## src/rtl/my_adder.sv

```systemverilog
// rtl/my_adder.sv - 16-bit adder stage: sum of two unsigned operands, carry dropped
module my_adder (
    input  logic [15:0] a,
    input  logic [15:0] b,
    output logic [15:0] sum
);

    // Plain modulo-2^16 add; callers reconstruct the carry from the operand and sum MSBs
    always_comb begin
        sum = a + b;
    end

endmodule

```

## src/rtl/my_mul16.sv

```systemverilog
// rtl/my_mul16.sv - sequential 16x16 unsigned shift-and-add multiplier with start/busy/done handshake
module my_mul16 #(
    parameter int WIDTH = 16
) (
    input  logic               clk,
    input  logic               reset,
    input  logic               start,
    input  logic [WIDTH-1:0]   a,
    input  logic [WIDTH-1:0]   b,
    output logic               busy,
    output logic               done,
    output logic [2*WIDTH-1:0] product
);

    typedef enum logic [1:0] {
        S_IDLE = 2'd0,
        S_RUN  = 2'd1,
        S_DONE = 2'd2
    } state_t;

    state_t     state;
    logic [15:0] mcand;
    logic [15:0] hi;
    logic [15:0] lo;
    logic [3:0]  count;
    logic [15:0] adder_sum;
    logic [15:0] sum;
    logic        cout;

    // The shared 16-bit adder always sees hi + mcand; the multiplier bit decides whether it is used
    my_adder u_adder (
        .a   (hi),
        .b   (mcand),
        .sum (adder_sum)
    );

    // Conditional add for this iteration; carry rebuilt from MSBs since the adder has no carry out
    always_comb begin
        sum  = lo[0] ? adder_sum : hi;
        cout = lo[0] & ((hi[15] & mcand[15]) | ((hi[15] | mcand[15]) & ~sum[15]));
    end

    assign product = {hi, lo};

    // Control FSM and datapath registers; busy/done are registered alongside the state
    always_ff @(posedge clk) begin
        if (reset) begin
            state <= S_IDLE;
            mcand <= '0;
            hi    <= '0;
            lo    <= '0;
            count <= '0;
            busy  <= 1'b0;
            done  <= 1'b0;
        end else begin
            case (state)
                S_IDLE: begin
                    done <= 1'b0;
                    if (start) begin
                        mcand <= a;
                        hi    <= '0;
                        lo    <= b;
                        count <= '0;
                        busy  <= 1'b1;
                        state <= S_RUN;
                    end
                end
                S_RUN: begin
                    // {cout,sum,lo} shifted right by one, keeping the low 32 bits
                    hi    <= {cout, sum[15:1]};
                    lo    <= {sum[0], lo[15:1]};
                    count <= count + 4'd1;
                    if (count == 4'd15) begin
                        busy  <= 1'b0;
                        done  <= 1'b1;
                        state <= S_DONE;
                    end
                end
                S_DONE: begin
                    done <= 1'b0;
                    if (start) begin
                        mcand <= a;
                        hi    <= '0;
                        lo    <= b;
                        count <= '0;
                        busy  <= 1'b1;
                        state <= S_RUN;
                    end else begin
                        state <= S_IDLE;
                    end
                end
                default: begin
                    busy  <= 1'b0;
                    done  <= 1'b0;
                    state <= S_IDLE;
                end
            endcase
        end
    end

endmodule

```

## config.mk

```make
export PLATFORM = sky130hd
export DESIGN_NAME = my_mul16
export DESIGN_NICKNAME = d
export VERILOG_FILES = /design/src/rtl/my_adder.sv /design/src/rtl/my_mul16.sv
export SDC_FILE = /design/constraint.sdc
export NUM_CORES = 1
export LEC_CHECK = 0
export CORE_AREA = 2 2 96 98
export CTS_BUF_LIST = sky130_fd_sc_hd__clkbuf_8
export CTS_CLUSTER_SIZE = 10
export DETAILED_ROUTE_END_ITERATION = 8
export DIE_AREA = 0 0 98 100
export GPL_TIMING_DRIVEN = 0
export SKIP_CTS_REPAIR_TIMING = 1
export SYNTH_ARGS = -nofsm -noshare
export SYNTH_HDL_FRONTEND = slang
export SYNTH_SLANG_ARGS = --single-unit
```

## constraint.sdc

```tcl
create_clock -name clk -period 4.1 [get_ports clk]
set_clock_uncertainty 0.05 [all_clocks]
set_input_delay 0.615 -clock clk [delete_from_list [all_inputs] [get_ports clk]]
set_output_delay 0.615 -clock clk [all_outputs]
set_load 0.02 [all_outputs]
```

## Yosys cells after proc, flatten, opt, wreduce, memory -nomap -nowiden

Cells that the tools add are included.

| cells by class | value |
|---|---|
| bitwise logic cells | 7 |
| add/sub/neg operators | 2 |
| reductions and logical operators | 8 |
| equal/unequal tests | 6 |
| muxes and demuxes | 14 |

Operators by type and width:

| kind | count |
|---|---|
| 16-bit one-hot mux with 2 select lines | 2 |
| 16-bit two-way mux | 3 |
| 16-bit adder | 1 |
| 4-bit one-hot mux with 2 select lines | 1 |
| 2-bit AND reduction | 4 |
| 2-bit one-hot mux with 3 select lines | 1 |
| 4-bit by 1-bit adder with 4-bit output, second input constant | 1 |
| 4-bit == test, second input constant | 1 |
| 2-bit two-way mux | 2 |
| 4-bit two-way mux | 1 |
| 2-bit inequality test, second input constant | 2 |
| 2-bit OR reduction | 2 |
| 1-bit AND | 3 |
| 1-bit two-way mux | 3 |
| 2-bit by 1-bit == test with 1-bit output, second input constant | 1 |
| 2-bit == test, second input constant | 1 |
| 2-bit zero test | 1 |
| 2-bit by 1-bit inequality test with 1-bit output, second input constant | 1 |
| 1-bit inverter | 2 |
| 1-bit bitwise OR | 2 |
| 1-bit one-hot mux with 2 select lines | 1 |
| 2-bit nonzero test | 1 |

| storage, ports and cells | value |
|---|---|
| input bits | 35 |
| register bits | 56 |
| logic and storage cells | 44 |

## Logic depth before layout (Yosys ltp)

Gate-level depths: netlist of the first run.

| depth | value |
|---|---|
| word-level depth | 7 |
| mapped depth | 7 |
| mapped depth without buffers | 7 |

## Cells and area by module

A second synthesis of the first run with hierarchy kept.

| second synthesis, totals | value |
|---|---|
| cells, all modules | 370 |
| area total of the unflattened synthesis | 3193.1 um^2 |

Modules (own cells, without submodules):

| module | cells an instance | sequential area each (um^2) | area each (um^2) | instances |
|---|---|---|---|---|
| my_mul16 | 272 | 1121.1 | 2468.6 | 1 |
| my_adder | 98 | 0.0 | 724.4 | 1 |

## Least setup slack after synthesis of the first run

Ideal clock, no wire load.

| timing | value |
|---|---|
| path type | reg2reg |
| start point | register hi[0] |
| end point | register hi[13] |
| path slack | 1.904 ns |
| stages on the path, launching flop included | 8 |
| arrival | 2.071 ns |
| path through | dfxtp_1 -> ha_1 -> fa_1 -> a21o_1 -> a221oi_4 -> o21ai_2 -> a311o_1 -> o22ai_1 |

| between the ends | value |
|---|---|
| word-level cells in the longest chain between the ends | 3 |

RTL lines:

| what | RTL line | text |
|---|---|---|
| start, declared | my_mul16.sv:23 | `logic [15:0] hi;` |
| start signal, assigned | my_mul16.sv:70 | `hi <= {cout, sum[15:1]};` |
| 16-bit adder | my_adder.sv:10 | `sum = a + b;` |
| 16-bit two-way mux | my_mul16.sv:39 | `sum = lo[0] ? adder_sum : hi;` |
| 16-bit one-hot mux with 2 select lines | my_mul16.sv:56 | `case (state)` |

No other way between the ends.
A chain may end at the register's enable or synchronous reset.

## Final worst setup path of the first run

Same ends and word-level chain as after synthesis.

==> metrics.yaml, run 1 <==
routing:
  num_vias: 2903
  drtPass1Iterations: 4
  viasPerCell: 5.317
  ant_nets: 0
  drc: 0
  wl_per_cell_um: 16.19
  drtIter0Drc: 97
  drt-total-wl_mm: 8.841
synthesis:
  synth_seq_cells: 56
  netlist.area_leader.share_pct: 36.53
  synthSimpleGateAreaFrac_pct: 17.49
  ys_seq_area_share_pct: 36.53
  synth_compound_area_share_pct: 25.85
  synth_cell_types: 53
  synth_xor_area_share_pct: 1.998
  synth_area_leader_cell: "dfxtp_1"
  synth_top_family_by_area: "compound AO/OA/AOI/OAI gates"
  synth.avg_cell_area_um2: 8.526
  syn_nets: 414
  synth_top_flop_cell: "dfxtp_1"
  async_flop_share_pct: 0
  synth_fa_ha_area_share_pct: 7.990
  ys_top_cells_by_area: "dfxtp_1, ha_1, a21oi_1"
  synthMuxAreaShare_pct: 6.237
  yosys_warnings: 0
  synth-edff-count: 0
  synthCells: 360
  synth_area_um2: 3069
clock_tree:
  cts_tree: "built"
  cts_buffer_depth: 2
  path_clk_slew_ns: 0.11
  htree_levels: 2
  clock-sinks: 56
  clock-root-buffer: "clkbuf_8"
  cts_made_buffers: 5
  insertion_delay_ns: 0.31
hold_path:
  hold_start: "mcand[8]$_SDFFE_PP0P_"
  hp-class: "reg2reg"
final_layout:
  layout.nets: 489
  drive_gt1_share_pct: 5.287
  final_cell_mix: "clkdlybuf4s50_1, dfxtp_1, nand2_1"
  final_common_cell: "clkdlybuf4s50_1"
  nFillCells: 889
  n_antenna_cell: 0
  syn_to_final_growth_pct: 30.90
  multi_input_area_um2: 1828
  seqCellArea_um2: 1121
timing:
  fmax_mhz: 428.0
  slew_violations: 0
  setup-tns-final_ns: 0
  rsz0062_at_grt: "no"
  fin_crit_sh_pct: 56.98
  setup_viol: 0
  tightest_slew_ns: 0.7322
  relSlewSlack_pct: 51.00
  hold_viol: 0
  period_needed_ns: 2.336
power:
  p_leak_nw: 1.535
  p_sw_share_pct: 28.13
  p_clk_share_pct: 32.5
  ir_worst_vdd_v: 0.0001597
  power.total_w: 0.001311
  internal-power_w: 0.0009421
  comb_power_share_pct: 21.5
  p_per_area_nw_per_um2: 326.3
  seq_power_share_pct: 46.0
  p_sw_w: 0.0003688
placement:
  dp_hpwl_mm: 6.337
  routabilityCongestion: 0.8781
  portBuffers: 68
floorplan:
  core_um2: 8890
  dieArea_um2: 9800
  initial_utilization_pct: 34.52
  fp.dieW_um: 98
  pin_count: 69
  placementRows: 35
  fp.dieH_um: 100
run_status:
  status: "complete, no violations"
setup_path:
  crit_start: "hi[0]$_SDFFE_PP0P_"
  cp_max_fo: 4
  max_stage_delay_ns: 0.42
  crit_type: "reg2reg"
  worstSetupStartpointType: "flop"
  cpMaxStageDelayCell: "fa_1"
  endpoint_kind: "flop"
  arrival_ns: 2.53
  path_cells: "ha_1 -> fa_1 -> a21o_1 -> a221oi_4 -> o21ai_2 -> a311o_1 -> o22ai_1"
  r2r-start: "hi[0]$_SDFFE_PP0P_"
  critPathRequiredTime_ns: 4.29
global_routing:
  grt_max_degree: 17
  grt_overflow: 0
  grt_pass1_wl_mm: 14.65
  grt_pass1_vias: 2874
  grt.total_usage_pct: 18.08
  grt_antenna_before_repair: 0
job:
  maxCapViolations: 0
[logic make-up (layout without fill, tap and decap cells)]
| group | after synthesis | after routing |
|---|---|---|
| DFF | 56 | 56 |
| AOI/OAI and AO/OA | 113 | 113 |
| xor gates and xnor gates | 7 | 7 |
| adders and majority gates | 19 | 19 |
| muxes | 19 | 19 |
| and+or+nand+nor | 117 | 117 |
| buffers and inverters | 29 | 104 |
[path summary, 6_finish.rpt]
kind                                               to  slack, ns  depth (start not counted)
worst min-delay path            mcand[8]$_SDFFE_PP0P_       0.42                          2
worst max-delay path              hi[13]$_SDFFE_PP0P_       1.76                          7
worst max register to register    hi[13]$_SDFFE_PP0P_       1.76                          7
worst min register to register  mcand[8]$_SDFFE_PP0P_       0.42                          2
[synthesized netlist by cell type, types with 5 or more instances]
master	number
mux2i_1	18
a21o_1	6
nand3_1	5
nor3_1	6
a21oi_1	36
o22ai_1	5
buf_2	8
clkbuf_1	12
ha_1	18
nand2_1	43
dfxtp_1	56
inv_1	5
a22oi_1	9
o221ai_1	5
nor2_1	36
a211oi_1	16
[area by class of cell]
cell class	count	area share, %
Clock buffer	5	1.713
Clock inverter	2	1.495
Sequential cell	56	27.90
Inverter	5	0.4671
Timing Repair Buffer	68	16.94
Tap cell	111	3.457
Multi-Input combinational cell	275	45.50
Buffer	24	2.523
[metal layers]
metal,routed length [um],vias to the layer above,global-route usage (%)
li1,-,1464,-
met1,4126,1334,24.67
met2,4018,99,29.35
met3,624,6,4.387
met4,71,0,3.632
met5,0,-,0
[sequential cells by signal (all words and copies together) (netlist names)]
name and flops:
hi 16, done 1, lo 16, count 4, busy 1, state 2
mcand 16
[metrics by stage]
stage          cells  area [um2]  hold slack, ns  utilization (%)  worst slack [ns]
5_1_grt          546        4018          0.4387            45.19             1.597
3_5_place_dp     539        3889          0.4068            43.74             1.661
4_1_cts          546        4018          0.4229            45.19             1.783
6_report         546        4018          0.4182            45.19             1.764
2_1_floorplan    360        3069          0.3900                -             1.904
3_3_place_gp     539        3889          0.4019            43.74             1.719
[worst max-delay path: cells and delay by family (launching register included)]
kind	cells	cell delay [ns]
AOI/OAI and AO/OA	5	1.21
adders and majority gates	2	0.66
DFF	1	0.35
[power by group through the flow]
| stage | Sequential (W) | Combinational, W | Clock, W |
|---|---|---|---|
| global placement | 0.000614 | 0.000278 | 0 |
| detailed placement | 0.000615 | 0.000282 | 0 |
| CTS | 0.000603 | 0.000283 | 0.000441 |
| global route | 0.000608 | 0.000308 | 0.000457 |
| floorplan | 0.000634 | 0.000138 | 0 |
| finish | 0.000603 | 0.000282 | 0.000426 |
(Power assumes the default switching activity.)
==> run 2: changes to the inputs <==
clock period = 2.25 ns   (was 4.1 ns; I/O delays follow)
==> metrics.yaml, run 2 (synthesis gave the netlist of run 1 again) <==
floorplan:
  core_um2: 8890  # unchanged
  dieArea_um2: 9800  # unchanged
  fp.dieH_um: 100  # unchanged
  initial_utilization_pct: 34.52  # unchanged
  pin_count: 69  # unchanged
  fp.dieW_um: 98  # unchanged
  placementRows: 35  # unchanged
final_layout:
  final_cell_mix: "clkdlybuf4s50_1, dfxtp_1, nand2_1"  # unchanged
  drive_gt1_share_pct: 8.009  # was 5.287%
  syn_to_final_growth_pct: 32.98  # was 30.90%
  top_regs: "hi: 16 flops, lo: 16 flops, mcand: 16 flops"  # unchanged
  n_antenna_cell: 0  # unchanged
  layout.nets: 491  # was 489
  final_common_cell: "clkdlybuf4s50_1"  # unchanged
  final_cells: 548  # was 546
setup_path:
  cp_max_fo: 4  # unchanged
  endpoint_kind: "flop"  # unchanged
  cpMaxStageDelayCell: "fa_2"  # was fa_1
  crit_type: "reg2reg"  # unchanged
  max_stage_delay_ns: 0.36  # was 0.42 ns
  path_cells: "ha_4 -> fa_2 -> a21o_1 -> a221oi_4 -> o21ai_2 -> a311o_1 -> o22ai_1"  # was ha_1 -> fa_1 -> a21o_1 -> a221oi_4 -> o21ai_2 -> a311o_1 -> o22ai_1
  arrival_ns: 2.37  # was 2.53 ns
  worstSetupStartpointType: "flop"  # unchanged
  critPathRequiredTime_ns: 2.44  # was 4.29 ns
power:
  p_leak_nw: 1.552  # was 1.535 nW
  power.total_w: 0.002394  # was 0.001311 W
  p_per_area_nw_per_um2: 586.5  # was 326.3 nW/um2
  ir_worst_vdd_v: 0.0002905  # was 0.0001597 V
placement:
  dp.cells: 539  # unchanged
  portBuffers: 68  # unchanged
  routabilityCongestion: 0.8781  # unchanged
  dp_hpwl_mm: 6.337  # unchanged
routing:
  ant_nets: 0  # unchanged
  drtIter0Drc: 156  # was 97
  viasPerCell: 5.359  # was 5.317
  drc: 0  # unchanged
  wl_per_cell_um: 16.31  # was 16.19 um
  num_vias: 2937  # was 2903
  drtPass1Iterations: 4  # unchanged
  drt-total-wl_mm: 8.936  # was 8.841 mm
global_routing:
  grt.total_usage_pct: 18.08  # unchanged
  grt_overflow: 0  # unchanged
  grt_max_degree: 17  # unchanged
  grt_pass1_wl_mm: 14.65  # unchanged
  grt_pass1_vias: 2874  # unchanged
  grt_antenna_before_repair: 0  # unchanged
timing:
  setup_viol: 0  # unchanged
  slew_violations: 0  # unchanged
  tightest_slew_ns: 0.7428  # was 0.7322 ns
  period_needed_ns: 2.180  # was 2.336 ns
  fin_crit_sh_pct: 96.90  # was 56.98%
  fmax_mhz: 458.7  # was 428.0 MHz
  hold_viol: 0  # unchanged
  hold_ws_ns: 0.4212  # was 0.4182 ns
  relSlewSlack_pct: 50.30  # was 51.00%
  setup-tns-final_ns: 0  # unchanged
clock_tree:
  clock-sinks: 56  # unchanged
  insertion_delay_ns: 0.31  # about the same
  cts_made_buffers: 5  # unchanged
  clock-root-buffer: "clkbuf_8"  # unchanged
  path_clk_slew_ns: 0.10  # was 0.11 ns
  cts_tree: "built"  # unchanged
  cts_buffer_depth: 2  # unchanged
  htree_levels: 2  # unchanged
hold_path:
  hp-class: "reg2reg"  # unchanged
job:
  maxCapViolations: 0  # unchanged
run_status:
  status: "complete, no violations"  # unchanged
## run 2: cell types whose count changed in the layout (fill, tap and decap cells not counted), sizes merged
cell	delta
clkbuf	-2
buf	+4
## run 2: critical path: cells and delay by family (launching register included)
kind	cells	cell delay [ns]
AOI/OAI and AO/OA	5	1.17
adders and majority gates	2	0.53
DFF	1	0.35
## run 2: where the power goes
group | switching (W) | internal (W)
registers | 0.0000484 | 0.00105
logic | 0.000288 | 0.000230
clock network | 0.000338 | 0.000439
total | 0.000674 | 0.00172
## run 2: worst paths after layout
| path | cells after the start | from | end | slack, ns |
|---|---|---|---|---|
| worst max register to register | 7 | hi[0]$_SDFFE_PP0P_ | hi[13]$_SDFFE_PP0P_ | 0.07 |
| worst max-delay path | 7 | hi[0]$_SDFFE_PP0P_ | hi[13]$_SDFFE_PP0P_ | 0.07 |
| worst min register to register | 2 | mcand[8]$_SDFFE_PP0P_ | mcand[8]$_SDFFE_PP0P_ | 0.42 |
| worst min-delay path | 2 | mcand[8]$_SDFFE_PP0P_ | mcand[8]$_SDFFE_PP0P_ | 0.42 |
## run 2: cell type report
cell class                 count  area [um2]
buffer                        22       93.84
clock buffer                   5       68.82
clock inverter                 2       60.06
fill                         887        4808
inverter                       5       18.77
multi-input combinational    275        1867
sequential                    56        1124
tap                          111       138.9
timing repair buffer          72       710.7
## run 2: through the flow
stage | utilization, % | setup WS (ns) | area (um2)
finish | 45.91 | 0.06970 | 4081
global route | 45.91 | -0.03602 | 4081
detailed placement | 43.74 | -0.02014 | 3889
CTS | 45.19 | -0.06698 | 4018
floorplan | - | 0.05409 | 3069
global placement | 43.74 | -0.006440 | 3889
## run 2: layer usage
layer / part of all wire [%] / routed length [um] / up-vias / track usage, %
met5: 0 / 0 / - / 0
met4: 0.98 / 88 / 0 / 3.632
met3: 6.8 / 608 / 9 / 4.387
met2: 47 / 4170 / 91 / 29.35
met1: 46 / 4068 / 1361 / 24.67
li1: - / - / 1476 / -
==> run 3: changes to the inputs <==
ABC_AREA = 1   (was default)
==> metrics.yaml, run 3 <==
final_layout:
  top_regs: "hi: 16 flops, lo: 16 flops, mcand: 16 flops"  # unchanged
  final_common_cell: "nand2_1"  # was clkdlybuf4s50_1
  final_cell_mix: "nand2_1, nor2_1, clkdlybuf4s50_1"  # was clkdlybuf4s50_1, dfxtp_1, nand2_1
  nFillCells: 921  # was 887
  layout.nets: 570  # was 491
  fin_util_pct: 44.91  # was 45.91%
  drive_gt1_share_pct: 8.721  # was 8.009%
  n_antenna_cell: 0  # unchanged
  syn_to_final_growth_pct: 28.72  # was 32.98%
power:
  p_leak_nw: 1.646  # was 1.552 nW
  ir_worst_vdd_v: 0.0002309  # was 0.0002905 V
  p_per_area_nw_per_um2: 570.1  # was 586.5 nW/um2
timing:
  setup_viol: 0  # unchanged
  rsz0062_at_grt: "no"
  setup-tns-final_ns: 0  # unchanged
  hold_viol: 0  # unchanged
  period_needed_ns: 2.049  # was 2.180 ns
  slew_violations: 0  # unchanged
  tightest_slew_ns: 0.6142  # was 0.7428 ns
  fin_crit_sh_pct: 91.05  # was 96.90%
  relSlewSlack_pct: 59.05  # was 50.30%
  fmax_mhz: 488.1  # was 458.7 MHz
setup_path:
  cpMaxStageDelayCell: "fa_1"  # was fa_2
  max_stage_delay_ns: 0.42  # was 0.36 ns
  worstReg2RegEnd: "hi[13]$_SDFFE_PP0P_"  # unchanged
  critPathRequiredTime_ns: 2.39  # was 2.44 ns
  reg2reg_slack_ns: 0.20  # was 0.07 ns
  ff2ff_path_depth: 11  # was 7
  crit_start: "hi[0]$_SDFFE_PP0P_"  # unchanged
  crit_end: "hi[13]$_SDFFE_PP0P_"  # unchanged
  crit_type: "reg2reg"  # unchanged
  path_cells: "ha_1 -> fa_1 -> nand3_1 -> nand2_2 -> nand2_1 -> nand2_2 -> nand3_1 -> a21oi_1 -> nand3b_1 -> nand2_1 -> a21oi_2"  # was ha_4 -> fa_2 -> a21o_1 -> a221oi_4 -> o21ai_2 -> a311o_1 -> o22ai_1
  endpoint_kind: "flop"  # unchanged
  arrival_ns: 2.19  # was 2.37 ns
  cp_max_fo: 4  # unchanged
  worstSetupStartpointType: "flop"  # unchanged
  r2r-start: "hi[0]$_SDFFE_PP0P_"  # unchanged
clock_tree:
  cts_made_buffers: 5  # unchanged
  clock-sinks: 56  # unchanged
  clock-root-buffer: "clkbuf_8"  # unchanged
  htree_levels: 2  # unchanged
  cts_tree: "built"  # unchanged
  insertion_delay_ns: 0.32  # was 0.31 ns
  cts_buffer_depth: 2  # unchanged
  path_clk_slew_ns: 0.10  # about the same
hold_path:
  hp-class: "in2reg"  # was reg2reg
  hold_start: "reset"  # was mcand[8]$_SDFFE_PP0P_
synthesis:
  ys_seq_area_share_pct: 36.14  # was 36.53%
  async_flop_share_pct: 0  # unchanged
  netlist.area_leader.share_pct: 36.14  # was 36.53%
  synth_area_leader_cell: "dfxtp_1"  # unchanged
  synth_cell_types: 33  # was 53
  ys_top_cells_by_area: "dfxtp_1, nand2_1, nor2_1"  # was dfxtp_1, ha_1, a21oi_1
  yosys_warnings: 0  # unchanged
  synthCells: 442  # was 360
  synth.avg_cell_area_um2: 7.017  # was 8.526 um2
  synth_seq_cells: 56  # unchanged
  synth_area_um2: 3102  # was 3069 um2
  yosysMostFrequentCell: "nand2_1"  # was dfxtp_1
  synthTopCellsByCount: "nand2_1, nor2_1, dfxtp_1"  # was dfxtp_1, nand2_1, a21oi_1, nor2_1
  synth-edff-count: 0  # unchanged
  synth_top_flop_cell: "dfxtp_1"  # unchanged
  syn_nets: 496  # was 414
floorplan:
  placementRows: 35  # unchanged
  initial_utilization_pct: 34.89  # was 34.52%
  core_um2: 8890  # unchanged
  fp.dieW_um: 98  # unchanged
  dieArea_um2: 9800  # unchanged
  pin_count: 69  # unchanged
  fp.dieH_um: 100  # unchanged
global_routing:
  grt_pass1_vias: 2964  # was 2874
  grt_overflow: 0  # unchanged
  grt_pass1_wl_mm: 14.09  # was 14.65 mm
  grt.total_usage_pct: 17.47  # was 18.08%
  grt_antenna_before_repair: 0  # unchanged
  grt_max_degree: 17  # unchanged
routing:
  drc: 0  # unchanged
  drtIter0Drc: 126  # was 156
  wl_per_cell_um: 13.32  # was 16.31 um
  ant_nets: 0  # unchanged
  drt-total-wl_mm: 8.352  # was 8.936 mm
  num_vias: 3092  # was 2937
  viasPerCell: 4.931  # was 5.359
  drtPass1Iterations: 4  # unchanged
placement:
  portBuffers: 67  # was 68
  dp_hpwl_mm: 6.356  # was 6.337 mm
  routabilityCongestion: 0.8414  # was 0.8781
job:
  maxCapViolations: 0  # unchanged
run_status:
  status: "complete, no violations"  # unchanged
==> run 3: changes by cell type after synthesis, moves of 6 or more <==
cell      delta
nand2_1     +50
a21oi_2      +6
mux2i_1     -18
a211oi_1    -14
o21ai_1     +11
inv_1       +16
nand2_2      +8
o21ai_0     +34
a31oi_1     +14
nor2_1      +38
nand3_1     +10
a22oi_1      -9
==> run 3: through the flow <==
stage	setup slack [ns]	instance area (um2)	cells	power [W]	hold slack, ns
floorplan	0.3508	3102	442	0.001493	0.3942
global placement	0.2539	3911	620	0.001735	0.3832
detailed placement	0.2364	3911	620	0.001741	0.3892
CTS	0.2083	3993	627	0.002304	0.2766
global route	0.04844	3993	627	0.002409	0.3043
finish	0.2014	3993	627	0.002276	0.2834
==> run 3: cells by family after synthesis <==
family                     after synthesis  share of synthesized area, %
adders and majority gates               19                         7.907
and+or+nand+nor                        203                         27.63
buffers and inverters                   47                         6.615
DFF                                     56                         36.14
AOI/OAI and AO/OA                      109                         19.44
xor gates and xnor gates                 8                         2.259
==> run 3: final cells by class <==
cell class                      count  area, um2  area share, %
Sequential cell                    56       1121          28.08
Clock buffer                        5      68.82          1.724
Inverter                           27      106.4          2.664
Timing Repair Buffer               67      670.6          16.80
Buffer                             20      98.84          2.476
Tap cell                          111      138.9          3.479
Clock inverter                      2      12.51         0.3134
Multi-Input combinational cell    339       1775          44.47
==> run 3: worst min path at each step <==
stage	endpoint	slack, ns	cells after the start
floorplan	count[3]$_SDFFE_PP0P_	0.39	2
global placement	done$_SDFFE_PP0P_	0.38	2
detailed placement	done$_SDFFE_PP0P_	0.39	2
CTS	hi[5]$_SDFFE_PP0P_	0.28	2
global route	hi[5]$_SDFFE_PP0P_	0.30	2
finish	hi[5]$_SDFFE_PP0P_	0.28	2
==> run 3: layer usage <==
metal  vias up  wire length, um  global-route usage [%]
met4         0               87                   3.846
met3         9              496                   3.621
li1       1611                -                       -
met2        79             3861                   29.98
met5         -                0                       0
met1      1393             3906                   22.77
==> run 3: power breakdown <==
group | total (W) | internal, W | switching [W]
logic | 0.000594 | 0.000255 | 0.000339
registers | 0.00112 | 0.00106 | 0.0000606
clock network | 0.000558 | 0.000212 | 0.000346
==> run 3: critical path, delay by kind of cell, from the launching register on <==
| kind | cells | cell delay, ns |
|---|---|---|
| fa+ha+maj | 2 | 0.66 |
| compound gates | 2 | 0.12 |
| simple gates | 7 | 0.74 |
| flops | 1 | 0.36 |
